--- src/rtl/dmem_arbiter.sv ---
// Round-robin arbiter sharing a single-port byte-addressed data memory between
// a CPU load/store port (0) and a DMA/debug port (1); IDLE -> ACCESS -> RESP.

module dmem_arbiter_port #(
  parameter int DATA_WIDTH = 32
) (
  input  logic                  sel_i,
  input  logic                  err_i,
  input  logic [DATA_WIDTH-1:0] rdata_i,
  output logic                  ack_o,
  output logic                  err_o,
  output logic [DATA_WIDTH-1:0] rdata_o
);
  assign ack_o   = sel_i;
  assign err_o   = sel_i & err_i;
  assign rdata_o = sel_i ? rdata_i : '0;
endmodule

module dmem_arbiter #(
  parameter int DATA_WIDTH      = 32,
  parameter int ADDR_WIDTH      = 32,
  parameter int ADDR_REAL_WIDTH = 20
) (
  input  logic                  clk,
  input  logic                  rst,
  input  logic                  r0_req,
  input  logic [2:0]            r0_mode,
  input  logic [ADDR_WIDTH-1:0] r0_addr,
  input  logic [DATA_WIDTH-1:0] r0_wdata,
  output logic                  r0_ack,
  output logic                  r0_err,
  output logic [DATA_WIDTH-1:0] r0_rdata,
  input  logic                  r1_req,
  input  logic [2:0]            r1_mode,
  input  logic [ADDR_WIDTH-1:0] r1_addr,
  input  logic [DATA_WIDTH-1:0] r1_wdata,
  output logic                  r1_ack,
  output logic                  r1_err,
  output logic [DATA_WIDTH-1:0] r1_rdata,
  output logic [2:0]            mem_mode,
  output logic [ADDR_WIDTH-1:0] mem_addr,
  output logic [DATA_WIDTH-1:0] mem_wd,
  input  logic [DATA_WIDTH-1:0] mem_rd,
  output logic                  busy
);
  localparam logic [2:0] MODE_LW = 3'b010;
  localparam int         EW      = ADDR_REAL_WIDTH + 1;

  typedef enum logic [1:0] {IDLE = 2'd0, ACCESS = 2'd1, RESP = 2'd2} state_e;

  typedef struct packed {
    logic [2:0]            mode;
    logic [ADDR_WIDTH-1:0] addr;
    logic [DATA_WIDTH-1:0] wdata;
  } req_t;

  function automatic logic is_store(input logic [2:0] m);
    return m[2] & (m[1] | m[0]);
  endfunction

  function automatic logic [2:0] acc_size(input logic [2:0] m);
    case (m)
      3'b000, 3'b011, 3'b101: return 3'd1;
      3'b001, 3'b100, 3'b110: return 3'd2;
      default:                return 3'd4;
    endcase
  endfunction

  state_e                state_q, state_d;
  req_t                  cur_q, cur_d;
  logic                  last_q, last_d;
  logic                  port_q, port_d;
  logic                  err_q, err_d;
  logic [DATA_WIDTH-1:0] rdata_q, rdata_d;

  logic [1:0]            req;
  req_t [1:0]            rq;
  logic                  win;
  req_t                  win_rq;
  logic [EW-1:0]         win_end;
  logic                  range_err;

  assign req   = {r1_req, r0_req};
  assign rq[0] = {r0_mode, r0_addr, r0_wdata};
  assign rq[1] = {r1_mode, r1_addr, r1_wdata};

  // On a tie the port not granted last wins; otherwise the lone requester.
  assign win    = (&req) ? ~last_q : req[1];
  assign win_rq = rq[win];

  // Carry out of the low address bits means the access runs off the top.
  assign win_end   = {1'b0, win_rq.addr[ADDR_REAL_WIDTH-1:0]}
                   + EW'(acc_size(win_rq.mode) - 3'd1);
  assign range_err = (|win_rq.addr[ADDR_WIDTH-1:ADDR_REAL_WIDTH]) | win_end[EW-1];

  always_ff @(posedge clk or posedge rst) begin
    if (rst) begin
      state_q <= IDLE;
      cur_q   <= '0;
      last_q  <= 1'b1;
      port_q  <= 1'b0;
      err_q   <= 1'b0;
      rdata_q <= '0;
    end else begin
      state_q <= state_d;
      cur_q   <= cur_d;
      last_q  <= last_d;
      port_q  <= port_d;
      err_q   <= err_d;
      rdata_q <= rdata_d;
    end
  end

  always_comb begin
    state_d = state_q;
    cur_d   = cur_q;
    last_d  = last_q;
    port_d  = port_q;
    err_d   = err_q;
    rdata_d = rdata_q;
    case (state_q)
      IDLE: begin
        if (|req) begin
          cur_d   = win_rq;
          port_d  = win;
          last_d  = win;
          err_d   = range_err;
          state_d = ACCESS;
        end
      end
      ACCESS: begin
        rdata_d = (!err_q && !is_store(cur_q.mode)) ? mem_rd : '0;
        state_d = RESP;
      end
      RESP:    state_d = IDLE;
      default: state_d = IDLE;
    endcase
  end

  // Memory is only driven during ACCESS; a range error downgrades to a read.
  always_comb begin
    mem_mode = MODE_LW;
    mem_addr = '0;
    mem_wd   = '0;
    if (state_q == ACCESS) begin
      mem_addr = cur_q.addr;
      mem_wd   = cur_q.wdata;
      if (!err_q) mem_mode = cur_q.mode;
    end
  end

  assign busy = (state_q != IDLE);

  logic [1:0]                 ack_v, err_v;
  logic [1:0][DATA_WIDTH-1:0] rdata_v;

  for (genvar g = 0; g < 2; g++) begin : g_port
    localparam logic ID = 1'(g);
    dmem_arbiter_port #(.DATA_WIDTH(DATA_WIDTH)) u_port (
      .sel_i   ((state_q == RESP) && (port_q == ID)),
      .err_i   (err_q),
      .rdata_i (rdata_q),
      .ack_o   (ack_v[g]),
      .err_o   (err_v[g]),
      .rdata_o (rdata_v[g])
    );
  end

  assign r0_ack   = ack_v[0];
  assign r0_err   = err_v[0];
  assign r0_rdata = rdata_v[0];
  assign r1_ack   = ack_v[1];
  assign r1_err   = err_v[1];
  assign r1_rdata = rdata_v[1];
endmodule

--- config.mk ---
export PLATFORM = sky130hd
export DESIGN_NAME = dmem_arbiter
export DESIGN_NICKNAME = d
export VERILOG_FILES = /design/src/rtl/dmem_arbiter.sv
export SDC_FILE = /design/constraint.sdc
export NUM_CORES = 1
export LEC_CHECK = 0
export ABC_CLOCK_PERIOD_IN_PS = 2510
export BUFFER_PORTS_ARGS = -buffer_cell sky130_fd_sc_hd__buf_4
export CORE_ASPECT_RATIO = 0.5
export CORE_MARGIN = 2
export CORE_UTILIZATION = 40
export CTS_BUF_LIST = sky130_fd_sc_hd__clkbuf_8
export CTS_CLUSTER_DIAMETER = 50
export DETAILED_ROUTE_END_ITERATION = 10
export GPL_ROUTABILITY_DRIVEN = 0
export MAX_ROUTING_LAYER = met4
export PLACE_DENSITY_LB_ADDON = 0.05
export SYNTH_ARGS = -nofsm -noshare
export SYNTH_HDL_FRONTEND = slang
export SYNTH_SLANG_ARGS = --single-unit
export TNS_END_PERCENT = 100
--- constraint.sdc ---
create_clock -name clk -period 2.51 [get_ports clk]
set_input_delay 0 -clock clk [delete_from_list [all_inputs] [get_ports clk]]
set_output_delay 0 -clock clk [all_outputs]
set_load 0.05 [all_outputs]
# After elaboration in Yosys (flattened, before gate mapping)
# Index checks and enable logic that the tools add are counted.
[word_totals] regBits=104 input_bits=170 output_inout_bits=136 wordCells=53
[classes] addsub=2 magnitude_cmp=1 n_eq_ne=8 muxes=13 bitwise_logic=7 n_reduce_logical=14
[ops] operator="$mux 32" count=5
[ops] operator="$mux 67" count=2
[ops] operator="$add 20x21->21" count=1
[ops] operator="$reduce_or 12->1" count=1
[ops] operator="$eq 3x3->1 const B" count=3
[ops] operator="$mux 3" count=2
[ops] operator="$pmux 3 s2" count=1
[ops] operator="$reduce_or 3->1" count=2
[ops] operator="$pmux 2 s2" count=1
[ops] operator="$reduce_and 2->1" count=2
[ops] operator="$sub 3x1->4 const B" count=1
[ops] operator="$and 1x1->1" count=3
[ops] operator="$eq 3x1->1 const B" count=1
[ops] operator="$eq 3x2->1 const B" count=1
[ops] operator="$logic_and 1x1->1" count=3
[ops] operator="$logic_not 3->1" count=1
[ops] operator="$eq 2x1->1 const B" count=1
[ops] operator="$eq 2x2->1 const B" count=1
[ops] operator="$logic_not 1->1" count=2
[ops] operator="$logic_not 2->1" count=1
[ops] operator="$lt 1x2->1 const B" count=1
[ops] operator="$mux 2" count=1
[ops] operator="$ne 2x2->1 const B" count=1
[ops] operator="$not 1->1" count=2
[ops] operator="other kinds (4)" count=5

# Longest topological paths before layout
[depth] depth_word=10 depth_mapped=11 depth_no_buf=11

# Modules after synthesis
# Synthesis repeated with hierarchy kept, for this count alone.
[unflattened] hier_cells=658 area_unflattened_um2=5677.9
[modules_own_cells] mod="dmem_arbiter" n_inst=1 cells_per_inst=584 area_per_inst_um2=5137.4 seq_area_each_um2=2603.7
[modules_own_cells] mod="dmem_arbiter_port" n_inst=2 cells_per_inst=37 area_per_inst_um2=270.3 seq_area_each_um2=0.0

# Worst setup path after synthesis
# No wires, ideal clock.
[synth_timing] path_type="flip-flop to flip-flop" start="register last_q" end="register err_q" setup_ns=0.138 arrival_ns=2.631 required_ns=2.372 setup_slack_ns=-0.259 path_stages_with_launch=11 path_buffers=2 synth_period_minus_slack_ns=2.769 path_cell_list="dfstp_2 -> a21boi_1 -> clkbuf_1 -> clkbuf_1 -> nor2_1 -> a21oi_1 -> ha_1 -> ha_1 -> nor2b_1 -> a2111oi_2 -> o22ai_2"
[synth_between] elab_chain_len=10 word_cells_on_any_way=17 cone_classes="add/sub (2); eq/ne (5); mux (4); bitwise (2); reduce/logical (4)"
[synth_lines] item="from (decl)" line_no="71" text="logic last_q, last_d;"
[synth_lines] item="from (signal assigned)" line_no="107" text="last_q <= last_d;"
[synth_lines] item="$not 1->1 *" line_no="88" text="assign win = (&req) ? ~last_q : req[1];"
[synth_lines] item="$mux 1 *" line_no="88"
[synth_lines] item="$mux 67 (not written as such) * (2 in a row)" line_no="89" text="assign win_rq = rq[win];"
[synth_lines] item="$eq 3x1->1, or another cell as far along" line_no="62" text="case (m)"
[synth_lines] item="$reduce_or 3->1" line_no="62"
[synth_lines] item="$pmux 3 s2" line_no="62"
[synth_lines] item="$sub 3x1->4" line_no="93" text="+ EW'(acc_size(win_rq.mode) - 3'd1);"
[synth_lines] item="$add 20x21->21" line_no="93"
[synth_lines] item="$or 1x1->1 *" line_no="94" text="assign range_err = (|win_rq.addr[ADDR_WIDTH-1:ADDR_REAL_WIDTH]) | win_end[EW-1];"
[synth_lines] item="to (signal assigned)" line_no="109" text="err_q <= err_d;"
[synth_lines] item="to (decl)" line_no="73" text="logic err_q, err_d;"
# Every way passes the cells marked *; elsewhere a longest branch is shown, timed or not. The select of a mux whose other input is x is not followed.
# A chain may end at the register's enable or synchronous reset.

# Final worst setup path
# Ends and elaborated chain as after synthesis.

==> flow_summary.ini <==
[clock_network]
clk_pin_slew_ps = 100
cts-htree-levels = 3
cts_tree = built
cts-root-buf = clkbuf_8
numClockSinks = 104
clk_latency_ps = 370
cts_buffers = 9
clock_path_buffers = 2
postCtsSetupRepairBufs = 0

[placement]
place_ws_ps = 13.1
dp.cells = 1089
portBuffers = 305
dpl.hpwl_mm = 12.7

[synth]
syn_area_per_cell_um2 = 9.06
yosysSeqAreaShare = 0.463
syn_area_mm2 = 0.00562
synthCells = 621
ys_ff_latch = 104
synth_fp_nets = 796
synth.distinct_cells = 41
synth_warnings = 0

[sta]
drv_slew = 0
finalSetupViolCount = 0
rsz0062_at_grt = yes
slew-limit-headroom = 0.466
setup_slack_ps = 178
tns_ps = 0
worst_pin_slew_ps = 800
fmax_ghz = 0.429
finClkSkew_ps = 11.5
min_period_over_period = 0.929
finalHoldViolCount = 0
fin_crit_ps = 2330

[setup_path]
critPathMaxStageDelay_ps = 390
cp-end-kind = flop
path_cells = a21boi_4 -> o211ai_1 -> o31ai_4 -> inv_1 -> ha_1 -> ha_1 -> nand2_1 -> nor2_1 -> a2111oi_2 -> o22ai_2
cp.arrival_ps = 2580
critical_path_class = flop to flop
worst_setup_path_start_kind = flop
cp_slowest_cell = dfstp_2
crit_top_cell = ha_1
cp_max_fo = 5
crit_required_ps = 2750

[detailed_routing]
wl_per_cell_um = 16.0
route.met2.wl_mm = 10.2
firstDrtPassIters = 6
route.met3.wl_mm = 1.37
drc = 0
routed_wl_mm = 20.3
top_layer = met4
num_vias = 6305
via_per_inst = 4.96
ant_nets = 0
wl_met1_mm = 8.42
dr.first_iter.drc_count = 361

[layout]
syn_to_final_growth_pct = 78.5
antennaDiodeCount = 0
drive_above_1_share = 0.328
fin_cells = 1272
utilization = 0.737
nets = 1250

[global_route]
grt_usage = 0.277
grt_pass1_vias = 6270
grt_max_degree = 71
grt_overflow = 0
antenna_found_initial = 0
grt_pass1_wl_mm = 31.7

[die]
pin_count = 306
start_util = 0.413
dieWidth_um = 172
die_h_um = 87.8
core_mm2 = 0.0136
row_count = 30
die_area_mm2 = 0.0151

[power_and_ir_drop]
powerDensity_mw_per_mm2 = 921
power_uw = 9250
irDropWorstVdd_v = 0.000676
leakagePower_uw = 0.00492

[status]
status = completed

[flow_run]
maxCapViolations = 0

[min_path]
hp-class = input port to flop
-- path summary, 6_finish.rpt --
path | start | to | slack (ps) | depth (start not counted)
max | last_q | err_q | 180 | 10
min | r0_addr[1] | cur_q[33] | 40 | 3
max reg2reg | last_q | err_q | 180 | 10
min reg2reg | rdata_q[5] | rdata_q[5] | 530 | 1
max in group asynchronous | rst | last_q | 1410 | 4
min in group asynchronous | rst | rdata_q[16] | 350 | 3
-- cells in the mapped netlist, drive strengths merged --
master   count  area share
nand3b       1      0.0013
clkbuf      32       0.021
a2111oi      1      0.0027
dfstp        1      0.0047
a21boi       1      0.0013
buf         15       0.012
inv          6      0.0040
and3b        1      0.0016
a21bo        1      0.0018
nor3         4      0.0044
a31oi       34       0.038
o21a         1      0.0013
ha           5       0.011
nor2b        1      0.0011
o2111ai      1      0.0016
nor3b        4      0.0053
or4          2      0.0033
o22ai        2      0.0033
dfrtp      103        0.46
and2       130        0.14
nand2b       3      0.0033
mux2i       34       0.061
nand2       70       0.047
o211ai       3      0.0040
o31ai        1      0.0013
o221ai       1      0.0016
or3          1      0.0011
mux2         3      0.0060
a21oi       36       0.032
xor2         3      0.0047
nor2        73       0.049
nor4         6      0.0067
nand4        9       0.010
a22o        32       0.050
-- metal layers --
metal	global-route usage	vias up
li1	-	3019
met1	0.329	3010
met3	0.0633	32
met4	0.0655	0
met5	-	-
met2	0.484	244
-- worst max-delay path, delay by kind of cell (launching register included) --
kind            cells  cell delay (ps)
flops               1              390
compound gates      5             1000
simple gates        2              130
buf+inv             1              100
fa+ha+maj           2              580
-- state kept, by name, indices dropped and copies added (netlist names) --
register,flops
cur_q,67
err_q,1
last_q,1
port_q,1
rdata_q,32
state_q,2
-- logic make-up after synthesis --
| group | Yosys count | share of synthesized area |
|---|---|---|
| fa+ha+maj | 5 | 0.0111 |
| compound gates | 114 | 0.139 |
| flops | 104 | 0.463 |
| mux | 37 | 0.0665 |
| buf+inv | 53 | 0.0378 |
| simple gates | 305 | 0.278 |
| xor+xnor | 3 | 0.00467 |
-- final cells by class --
class | instances | area (µm²)
clock inverters | 7 | 45.0
repair buffers | 490 | 4140
inverters | 6 | 26.3
flip-flops and latches | 104 | 2600
well taps | 192 | 240
multi-input cells | 464 | 2860
fillers | 1044 | 3590
clock buffers | 9 | 124
-- per-stage QoR --
stage / area [µm²] / hold slack (ps)
2_1_floorplan: 5630 / 62.9
3_3_place_gp: 8170 / 190
3_5_place_dp: 8170 / 197
4_1_cts: 10000 / 17.9
5_1_grt: 10000 / 32.0
6_report: 10000 / 36.4
-- layout by cell type, fill, tap and decap left out, types with 6 or more instances in the layout --
cell / netlist / layout
and2_1: 130 / 130
a31oi_1: 34 / 34
a21oi_1: 36 / 35
nand4_1: 9 / 9
clkbuf_8: 0 / 9
a22o_1: 32 / 32
buf_4: 0 / 319
nor2_1: 73 / 71
mux2i_1: 34 / 34
dfrtp_1: 103 / 103
dlygate4sd3_1: 0 / 167
nand2_1: 70 / 70
nor4_1: 6 / 6
-- report_power, final --
part           total (µW)  internal [µW]  switching, µW
sequential           2540           2250            285
clock                 979            364            615
combinational        5730           2250           3480
total                9250           4870           4380
-- what timing repair did --
item,4_1_cts,5_1_grt
hold buffers,167,0
resized for setup,1,5
hold endpoints to repair,132,0
endpoints found under the setup margin,1,16
pin swaps,0,3
No activity file was read; power rests on OpenSTA's default activity.
